<file path="src/rtl/bin2bcd_seq_if.sv">
// Handshake/result bundle for the sequential binary-to-BCD converter.
//   start      request a conversion (seen only while the converter is idle)
//   binary_in  unsigned value to convert
//   busy       conversion in progress
//   done       one-cycle pulse, result valid from this cycle on
//   bcd_out    packed BCD digits, [3:0] = ones
//   overflow   last value did not fit in DIGITS digits
// The master drives start/binary_in; the slave (converter) drives the rest.
interface bin2bcd_seq_if #(
  parameter int WIDTH  = 8,
  parameter int DIGITS = 3
);
  logic                  start;
  logic [WIDTH-1:0]      binary_in;
  logic                  busy;
  logic                  done;
  logic [4*DIGITS-1:0]   bcd_out;
  logic                  overflow;

  modport master (
    output start, binary_in,
    input  busy, done, bcd_out, overflow
  );

  modport slave (
    input  start, binary_in,
    output busy, done, bcd_out, overflow
  );
endinterface

</file>
<file path="src/rtl/bin2bcd_seq.sv">
// Sequential shift-and-add-3 binary-to-BCD converter, one input bit per clock.
// Results are registered and only updated on the done edge, so a display fed
// from bcd_out never sees intermediate values.
//   clk   system clock
//   rst   synchronous reset, active-high
//   bus   bin2bcd_seq_if slave: start, binary_in in; busy, done, bcd_out, overflow out
// Parameters:
//   WIDTH   binary input width
//   DIGITS  number of BCD digits produced
//   AUTO    1: also start whenever binary_in differs from the last converted value
//
// state | meaning
// IDLE  | waiting for start (or a changed input when AUTO=1)
// SHIFT | shifting one bit per clock, WIDTH clocks in total
module bin2bcd_seq #(
  parameter int WIDTH  = 8,
  parameter int DIGITS = 3,
  parameter bit AUTO   = 1'b1
) (
  input  logic         clk,
  input  logic         rst,
  bin2bcd_seq_if.slave bus
);

  localparam int BCD_W = 4 * DIGITS;
  localparam int CNT_W = (WIDTH > 1) ? $clog2(WIDTH) : 1;
  localparam logic [CNT_W-1:0] CNT_LAST = CNT_W'(WIDTH - 1);

  typedef enum logic {IDLE, SHIFT} state_t;

  state_t             state, state_nxt;
  logic [WIDTH-1:0]   bin_sr, bin_sr_nxt;
  logic [WIDTH-1:0]   last_val, last_val_nxt;
  logic [BCD_W-1:0]   bcd_sr, bcd_sr_nxt;
  logic               ovf_sr, ovf_sr_nxt;
  logic [CNT_W-1:0]   cnt, cnt_nxt;
  logic               busy_r, busy_nxt;
  logic               done_r, done_nxt;
  logic [BCD_W-1:0]   bcd_r, bcd_nxt;
  logic               ovf_r, ovf_nxt;

  logic [BCD_W-1:0]   bcd_adj;
  logic [BCD_W-1:0]   bcd_shift;
  logic               ovf_shift;
  logic               go;

  always_comb begin
    // Digits <= 9 before adjust, so digit+3 stays <= 12 and never carries.
    bcd_adj = bcd_sr;
    for (int i = 0; i < DIGITS; i++) begin
      if (bcd_sr[4*i +: 4] >= 4'd5) begin
        bcd_adj[4*i +: 4] = bcd_sr[4*i +: 4] + 4'd3;
      end
    end
  end

  // The MSB of the adjusted top digit is what leaves the BCD register on the
  // shift; a set bit there means the value needs more than DIGITS digits.
  assign bcd_shift = {bcd_adj[BCD_W-2:0], bin_sr[WIDTH-1]};
  assign ovf_shift = ovf_sr | bcd_adj[BCD_W-1];

  assign go = bus.start | (AUTO && (bus.binary_in != last_val));

  always_comb begin
    state_nxt    = state;
    bin_sr_nxt   = bin_sr;
    last_val_nxt = last_val;
    bcd_sr_nxt   = bcd_sr;
    ovf_sr_nxt   = ovf_sr;
    cnt_nxt      = cnt;
    busy_nxt     = busy_r;
    done_nxt     = 1'b0;
    bcd_nxt      = bcd_r;
    ovf_nxt      = ovf_r;

    case (state)
      IDLE: begin
        if (go) begin
          bin_sr_nxt   = bus.binary_in;
          last_val_nxt = bus.binary_in;
          bcd_sr_nxt   = '0;
          ovf_sr_nxt   = 1'b0;
          cnt_nxt      = '0;
          busy_nxt     = 1'b1;
          state_nxt    = SHIFT;
        end
      end
      SHIFT: begin
        bin_sr_nxt = bin_sr << 1;
        bcd_sr_nxt = bcd_shift;
        ovf_sr_nxt = ovf_shift;
        cnt_nxt    = cnt + 1'b1;
        if (cnt == CNT_LAST) begin
          bcd_nxt   = bcd_shift;
          ovf_nxt   = ovf_shift;
          done_nxt  = 1'b1;
          busy_nxt  = 1'b0;
          state_nxt = IDLE;
        end
      end
      default: begin
        state_nxt = IDLE;
        busy_nxt  = 1'b0;
      end
    endcase
  end

  always_ff @(posedge clk) begin
    if (rst) begin
      state    <= IDLE;
      bin_sr   <= '0;
      last_val <= '0;
      bcd_sr   <= '0;
      ovf_sr   <= 1'b0;
      cnt      <= '0;
      busy_r   <= 1'b0;
      done_r   <= 1'b0;
      bcd_r    <= '0;
      ovf_r    <= 1'b0;
    end else begin
      state    <= state_nxt;
      bin_sr   <= bin_sr_nxt;
      last_val <= last_val_nxt;
      bcd_sr   <= bcd_sr_nxt;
      ovf_sr   <= ovf_sr_nxt;
      cnt      <= cnt_nxt;
      busy_r   <= busy_nxt;
      done_r   <= done_nxt;
      bcd_r    <= bcd_nxt;
      ovf_r    <= ovf_nxt;
    end
  end

  assign bus.busy     = busy_r;
  assign bus.done     = done_r;
  assign bus.bcd_out  = bcd_r;
  assign bus.overflow = ovf_r;

endmodule

</file>
<file path="src/flat_wrapper.sv">
// flat-port wrapper written by rule: the top's interface ports become plain ports
module bin2bcd_seq_flat 
#(
  parameter int WIDTH  = 8,
  parameter int DIGITS = 3,
  parameter bit AUTO   = 1'b1
)
  (clk, rst, bus_start, bus_binary_in, bus_busy, bus_done, bus_bcd_out, bus_overflow);
  bin2bcd_seq_if #(.WIDTH(WIDTH), .DIGITS(DIGITS)) bus_i ();
  input  logic clk;
  input  logic rst;
  input wire logic [$bits(bus_i.start)-1:0] bus_start;
  input wire logic [$bits(bus_i.binary_in)-1:0] bus_binary_in;
  output wire logic [$bits(bus_i.busy)-1:0] bus_busy;
  output wire logic [$bits(bus_i.done)-1:0] bus_done;
  output wire logic [$bits(bus_i.bcd_out)-1:0] bus_bcd_out;
  output wire logic [$bits(bus_i.overflow)-1:0] bus_overflow;
  assign bus_i.start = bus_start;
  assign bus_i.binary_in = bus_binary_in;
  assign bus_busy = bus_i.busy;
  assign bus_done = bus_i.done;
  assign bus_bcd_out = bus_i.bcd_out;
  assign bus_overflow = bus_i.overflow;
  bin2bcd_seq #(.WIDTH(WIDTH), .DIGITS(DIGITS), .AUTO(AUTO)) u_core (.clk(clk), .rst(rst), .bus(bus_i));
endmodule
</file>
<file path="config.mk">
export PLATFORM = sky130hd
export DESIGN_NAME = bin2bcd_seq_flat
export DESIGN_NICKNAME = d
export VERILOG_FILES = /design/src/rtl/bin2bcd_seq_if.sv /design/src/rtl/bin2bcd_seq.sv /design/src/flat_wrapper.sv
export SDC_FILE = /design/constraint.sdc
export NUM_CORES = 1
export LEC_CHECK = 0
export ABC_AREA = 1
export BUFFER_PORTS_ARGS = -buffer_cell sky130_fd_sc_hd__buf_2
export CORE_ASPECT_RATIO = 0.7
export CORE_UTILIZATION = 28
export CTS_CLUSTER_DIAMETER = 200
export DETAILED_ROUTE_END_ITERATION = 10
export PLACE_DENSITY = 0.47
export SETUP_SLACK_MARGIN = 0.15
export SKIP_LAST_GASP = 1
export SLEW_MARGIN = 10
export SYNTH_ARGS = -nofsm -noshare
export SYNTH_HDL_FRONTEND = slang
export SYNTH_SLANG_ARGS = --single-unit
</file>
<file path="constraint.sdc">
create_clock -name clk -period 1.5 [get_ports clk]
set_input_delay 0.075 -clock clk [delete_from_list [all_inputs] [get_ports clk]]
set_output_delay 0.075 -clock clk [all_outputs]
set_load 0.01 [all_outputs]
</file>
==> metrics.md, run 1 <==
| Metric | Value |
|---|---|
| Clock Sinks | 48 |
| Initial core utilization | 0.294 |
| Filler cell count | 790 |
| Post-synth top area share | 0.410 |
| Area contributors post-synth | dfxtp_1 41%, nand2_1 11%, a21oi_1 7.9% |
| Tightest Pin Transition | 0.403 ns |
| TritonCTS clock tree | yes |
| Achievable frequency | 0.728 GHz |
| Crit Path Class | reg2reg |
| Critical path origin | u_core.last_val[0]$_SDFFE_PP0P_ |
| CP Max Fanout | 11 |
| Total grt overflow | 0 |
| Worst Path Buf+Inv | 2 |
| Delay of the slowest cell on the worst path | between 0.3 and 0.4 ns |
| Crit path capture | u_core.bcd_sr[2]$_SDFFE_PP0P_ |
| Setup TNS Final | 0 ns |
| Syn Nets | 318 |
| CP endpoint kind | register |
| Synthesized area per cell | roughly 7.8 um2 |
| Sequential element share of the synthesized area | 0.410 |
| Core Area | around 8000 um2 |
| Setup WS post-layout | approximately 0.13 ns |
| Count leader, synth | nand2_1 |
| Nets | 363 |
| Most used DFF post-synth | dfxtp_1 |
| Pin count of the biggest net entering global routing | 20 |
| Status | complete, no violations |
| Crit path cell chain | inv_1 -> or2_1 -> nand3_2 -> nor2_8 -> buf_8 -> nand4_1 -> a21oi_2 |
| Number of synthesized flops with an enable pin | 0 |
| Synth warnings | 0 |
| Clk buf depth | 2 |
| Leak | approximately 1.4 nW |
| Vias in the first global route | just over 2000 |
| Worst R2R Start | u_core.last_val[0]$_SDFFE_PP0P_ |
| Worst rel slew slack | 0.731 |
| Total CTS buffers | 5 |
| Area growth, synth to finish | 39.8% |
| Fin util | 0.411 |
| Delay-heaviest family, CP | simple AND/OR/NAND/NOR gates |
| Worst Hold Class | in2reg |
| Worst slack, placed | between 0.03 and 0.04 ns |
| Final Total Pwr | between 2 and 3 mW |
| Crit path DAT | between 1.5 and 2 ns |
| R2R Setup Slk | approximately 0.13 ns |
| Share of layout cells above drive strength 1 | 0.412 |
| Final GP Congestion | around 0.74 |
| All-layer global routing usage | 0.139 |
| DIE AREA | 8740 um2 |
| Unrepaired setup endpoints after global routing | yes |
| Final Cycle Share | 0.916 |
| R2r worst-path depth | 7 |
| Ys async rst share | 0 |
| Die Y | between 70 and 80 um |
| H-Tree Depth | 2 |
| Diode count | 0 |
| Boundary Pins | 26 |
| Distinct cells, synth | 31 |
| Min cycle time layout | between 1 and 1.5 ns |
| Drc violations | 0 |
| Pwr/cell area | slightly below 900 nW/um2 |
| Worst path slowest cell | dfxtp_2 |
| Vias per cell | slightly below 5 |
| Fin Hold WS | approximately 0.064 ns |
| Fin. Hold Viols | 0 |
| Final ANT Viol Nets | 0 |
| Port bufs | 25 |
| Number of stages on the worst setup path | 7 |
| Die width | 111 um |
| Layout Skew | ~0.0055 ns |
| Req. time, crit path | 1.72 ns |
| Worst-Skew Late Latency | between 0.2 and 0.3 ns |
| Clock root buffer | clkbuf_16 |
| Maxcap violations | 0 |
| Critical Path Source Type | register |
| First-pass GRT wire length | between 9 and 10 mm |
| Syn Std Cell Area | between 2000 and 2500 um2 |
| Cell count after synthesis | between 200 and 300 |
| Synth area leader | dfxtp_1 |
| Clk slew on worst S/H paths | roughly 0.070 ns |
| WL/cell | around 13 um |
| Setup violators final | 0 |
| Worst flop-to-flop path endpoint | u_core.bcd_sr[2]$_SDFFE_PP0P_ |
| Initial antenna violation count | 0 |
| Register area | a little under 1000 um2 |
| Top post-synthesis cells by count | 67 x nand2_1, 48 x dfxtp_1, 37 x a21oi_1, 26 x inv_1, 22 x nand4_1 |
| Detail Placement HPWL | a little under 4 mm |
| 1st-iter DRT viols | 95 |
| Drt total wl | about 6 mm |
| Number of core rows | 27 |
| Area of the multi-input gates | 1500 um2 |
| Pins Over Slew Limit | 0 |
| Hold Buf Count CTS | 0 |
| Vias | approximately 2100 |
| DR pass1 iterations | 4 |
| VDD IR-drop max | 433 uV |
| Register bit total from synthesis | 48 |
-- worst reg2reg max path, stage by stage, from the launching register on --
cell	delay, ns
dfxtp_2	0.32
inv_1	0.05
or2_1	0.11
nand3_2	0.13
nor2_8	0.26
buf_8	0.18
nand4_1	0.11
a21oi_2	0.15
-- worst min-delay path by stage --
stage / start / end / slack (ns) / cells after the start
floorplan: bus_binary_in[1] / u_core.last_val[1]$_SDFFE_PP0P_ / 0.24 / 2
global placement: bus_binary_in[4] / u_core.last_val[4]$_SDFFE_PP0P_ / 0.37 / 3
detailed placement: bus_binary_in[4] / u_core.last_val[4]$_SDFFE_PP0P_ / 0.38 / 3
CTS: bus_binary_in[4] / u_core.last_val[4]$_SDFFE_PP0P_ / 0.08 / 3
global route: bus_binary_in[3] / u_core.last_val[3]$_SDFFE_PP0P_ / 0.06 / 3
finish: bus_binary_in[3] / u_core.last_val[3]$_SDFFE_PP0P_ / 0.06 / 3
-- per-stage QoR --
step	instances	cell area (um2)
2_1_floorplan	299	2340
3_3_place_gp	430	2680
3_5_place_dp	430	2680
4_1_cts	440	2940
5_1_grt	446	3270
6_report	446	3270
-- registers in the layout, summed over array words and instances, names as in the netlist --
name                 cells
u_core.bin_sr            8
u_core.bus.overflow      1
u_core.state             1
u_core.bcd_sr           12
u_core.ovf_sr            1
u_core.cnt               3
u_core.last_val          8
u_core.bus.bcd_out      12
u_core.bus.busy          1
u_core.bus.done          1
-- repair_timing --
action / in CTS / in global routing
endpoints found under the setup margin: 25 / 47
resized for setup: 31 / 71
pin swaps: 9 / 16
hold endpoints to repair: 0 / 0
setup buffers: 2 / 4
cloned: 0 / 2
-- cell usage in the layout, fill, tap and decap left out, types with 2 or more instances in the layout --
master / instances
a21boi_1: 3
a21oi_1: 25
a21oi_2: 12
a22o_1: 10
buf_2: 25
buf_4: 18
buf_6: 6
buf_8: 2
clkbuf_16: 5
dfxtp_1: 34
dfxtp_2: 10
dfxtp_4: 4
ha_2: 3
ha_4: 4
inv_1: 21
inv_2: 11
nand2_1: 59
nand2_2: 4
nand2_4: 6
nand2_8: 3
nand3_1: 6
nand3_2: 4
nand3_4: 3
nand4_1: 22
nor2_1: 4
nor2_4: 3
nor2_8: 2
o21ai_0: 10
o21ai_1: 2
o21ai_2: 3
o21ai_4: 2
or2_2: 3
or2_4: 2
-- cell families (layout without fill, tap and decap cells) --
kind of cell | after synthesis | after routing | synth area share
simple gates | 122 | 124 | 0.269
compound gates | 69 | 69 | 0.173
flops | 48 | 48 | 0.410
buf+inv | 48 | 92 | 0.0898
fa+ha+maj | 8 | 8 | 0.0428
xor+xnor | 4 | 4 | 0.0150
-- metal layers --
layer	global-route usage	up-vias	wire (um)
met1	0.191	1006	3110
met2	0.217	25	2600
li1	-	1109	-
met3	0.0286	6	152
met5	0	-	0
met4	0.0473	0	63
-- power breakdown --
part           leakage, nW  internal [mW]  switching, mW
Sequential           0.398           1.30         0.0268
Combinational        0.882          0.110          0.177
Clock               0.0808          0.785          0.481
Total                 1.36           2.20          0.685
-- layout make-up --
cell class | count | share of cell area
repair buffers | 52 | 0.115
clock buffers | 6 | 0.0394
clock inverters | 2 | 0.0107
well taps | 101 | 0.0386
flip-flops and latches | 48 | 0.302
inverters | 32 | 0.0367
multi-input cells | 205 | 0.457
Power figures use the tool's default switching activity.
==> run 2, diff against run 1 <==
MAX_ROUTING_LAYER = met4   (was unset)
RECOVER_POWER = 50   (was unset)
==> run 2 against run 1 <==
  * Combinational power is 1% lower
  * Hold slack worse by 0.0013 ns
  * Count of clock-buffer cells in the layout stayed put
  * Sequential cell count stayed put
  * Setup slack worse by 0.018 ns
  * Register-to-register slack worse by 0.02 ns
  * Sequential share of layout area is 0.31 points higher
==> metrics.md, run 2 (synthesized netlist as in run 1, its figures left out) <==
| Metric | Value |
|---|---|
| Hold Crit Start | bus_binary_in[3] |
| Worst Hold Class | in2reg |
| Total grt overflow | 0 |
| Req. time, crit path | approximately 1.7 ns |
| Critical path origin | u_core.cnt[0]$_SDFFE_PP0P_ |
| Maxcap violations | 0 |
| DIE AREA | between 8000 and 9000 um2 |
| Min cycle time layout | roughly 1.4 ns |
| WL met3 | around 160 um |
| Layout Skew | about 0.0064 ns |
| Fin Hold WS | approximately 0.063 ns |
| Clock Sinks | 48 |
| Sw frac | 0.240 |
| Final Total Pwr | approximately 2.9 mW |
| Sequential power share | 0.461 |
| Initial antenna violation count | 0 |
| Net Switching | about 0.7 mW |
| Leak | ~1.3 nW |
| Final Cycle Share | 0.928 |
| Critical Path Source Type | register |
| Nets | between 300 and 400 |
| Achievable frequency | approximately 0.72 GHz |
| CP Max Fanout | 8 |
| Vias per cell | ~4.8 |
| Crit Path Class | reg2reg |
| First-pass GRT wire length | 9.77 mm |
| Setup violators final | 0 |
| Pins Over Slew Limit | 0 |
| CP endpoint kind | register |
| TritonCTS clock tree | yes |
| Vias in the first global route | 2052 |
| Drc violations | 0 |
| All-layer global routing usage | 0.143 |
| Setup TNS Final | 0 ns |
| Clock root buffer | clkbuf_16 |
| Initial core utilization | 0.294 |
| Clk slew on worst S/H paths | roughly 0.070 ns |
| Worst flop-to-flop path endpoint | u_core.bus.bcd_out[3]$_SDFFE_PP0P_ |
| Worst rel slew slack | 0.730 |
| Crit path capture | u_core.bus.bcd_out[3]$_SDFFE_PP0P_ |
| Final ANT Viol Nets | 0 |
| Core Area | 7970 um2 |
| Met2 routed WL | between 2 and 3 mm |
| Detail Placement HPWL | approximately 3.9 mm |
| VDD IR-drop max | ~440 uV |
| Most frequent cells in the layout | 59 x nand2_1, 35 x dfxtp_1, 25 x a21oi_1, 22 x nand4_1, 21 x inv_1 |
| Design area | around 3200 um2 |
| Crit path DAT | ~1.6 ns |
| Boundary Pins | 26 |
| R2r worst-path depth | 7 |
| Worst-Skew Late Latency | approximately 0.28 ns |
| Share of layout cells above drive strength 1 | 0.365 |
| Dpl cell area | roughly 2700 um2 |
| Pwr/cell area | ~900 nW/um2 |
| Fin. Hold Viols | 0 |
| Die Y | 78.5 um |
| Pin count of the biggest net entering global routing | 20 |
| Port bufs | 25 |
| Internal power | roughly 2.2 mW |
| Clock share of power | 0.442 |
| Hold Buf Count CTS | 0 |
| H-Tree Depth | 2 |
| R2R Setup Slk | 0.11 ns |
| Total CTS buffers | 5 |
| Area growth, synth to finish | 38.2% |
| Number of core rows | 27 |
| Most common cell after layout, fill and taps aside | nand2_1 |
| Vias | ~2200 |
| Drt total wl | a little under 6 mm |
| Diode count | 0 |
| Clk buf depth | 2 |
| Worst R2R Start | u_core.cnt[0]$_SDFFE_PP0P_ |
| Final GP Congestion | approximately 0.75 |
| Tightest Pin Transition | approximately 0.40 ns |
| WL/cell | between 10 and 15 um |
| Uppermost layer routed | met4 |
| Status | complete, no violations |
| M1 wire length | approximately 3.1 mm |
| DR pass1 iterations | 4 |
| Logic pwr share | 0.098 |
| 1st-iter DRT viols | approximately 110 |
| Die width | 111 um |
| Unrepaired setup endpoints after global routing | yes |
## run 2: timing repair
item / CTS / global route
resized for setup: 31 / 71
gates cloned: 0 / 2
pin swaps: 9 / 16
setup buffers: 2 / 4
endpoints found under the setup margin: 25 / 47
## run 2: worst max-delay path, stage by stage (launching register included)
cell and delay, ns:
dfxtp_1 0.41, ha_4 0.17, ha_4 0.13, nand2_4 0.06, inv_2 0.06, nor2_2 0.04, buf_2 0.17, a22o_1 0.24
## run 2: final cells by class
type | instances | area, um2
multi-input combinational | 205 | 1490
timing repair buffer | 52 | 347
tap | 101 | 126
fill | 800 | 4740
clock buffer | 6 | 129
inverter | 32 | 120
sequential | 48 | 987
clock inverter | 2 | 35.0
## run 2: how the worst min path moves through the flow
| stage | endpoint | slack (ns) | cells after the start |
|---|---|---|---|
| final | u_core.last_val[3]$_SDFFE_PP0P_ | 0.06 | 3 |
| after global routing | u_core.last_val[3]$_SDFFE_PP0P_ | 0.06 | 3 |
| after CTS | u_core.last_val[4]$_SDFFE_PP0P_ | 0.08 | 3 |
| after detailed placement | u_core.last_val[4]$_SDFFE_PP0P_ | 0.38 | 3 |
| after global placement | u_core.last_val[4]$_SDFFE_PP0P_ | 0.37 | 3 |
| after floorplan | u_core.last_val[1]$_SDFFE_PP0P_ | 0.24 | 2 |
## run 2: power groups by stage
| stage | Sequential [mW] | Combinational [mW] | Clock [mW] |
|---|---|---|---|
| 2_1_floorplan | 1.35 | 0.163 | 0 |
| 3_3_place_gp | 1.35 | 0.238 | 0 |
| 3_5_place_dp | 1.36 | 0.239 | 0 |
| 4_1_cts | 1.32 | 0.244 | 1.30 |
| 5_1_grt | 1.33 | 0.312 | 1.34 |
| 6_report | 1.33 | 0.283 | 1.27 |
## run 2: layer usage
metal	vias to the layer above	track usage
met3	7	0.0286
met4	0	0.0473
met5	-	-
met1	1013	0.190
li1	1108	-
met2	28	0.218
## run 2: per-stage QoR
stage	utilization	instances	worst slack, ns
after CTS	0.369	440	0.136
after detailed placement	0.336	430	0.0313
after global placement	0.336	430	0.0810
after global routing	0.406	446	-0.00200
after floorplan	-	299	0.155
final	0.406	446	0.108
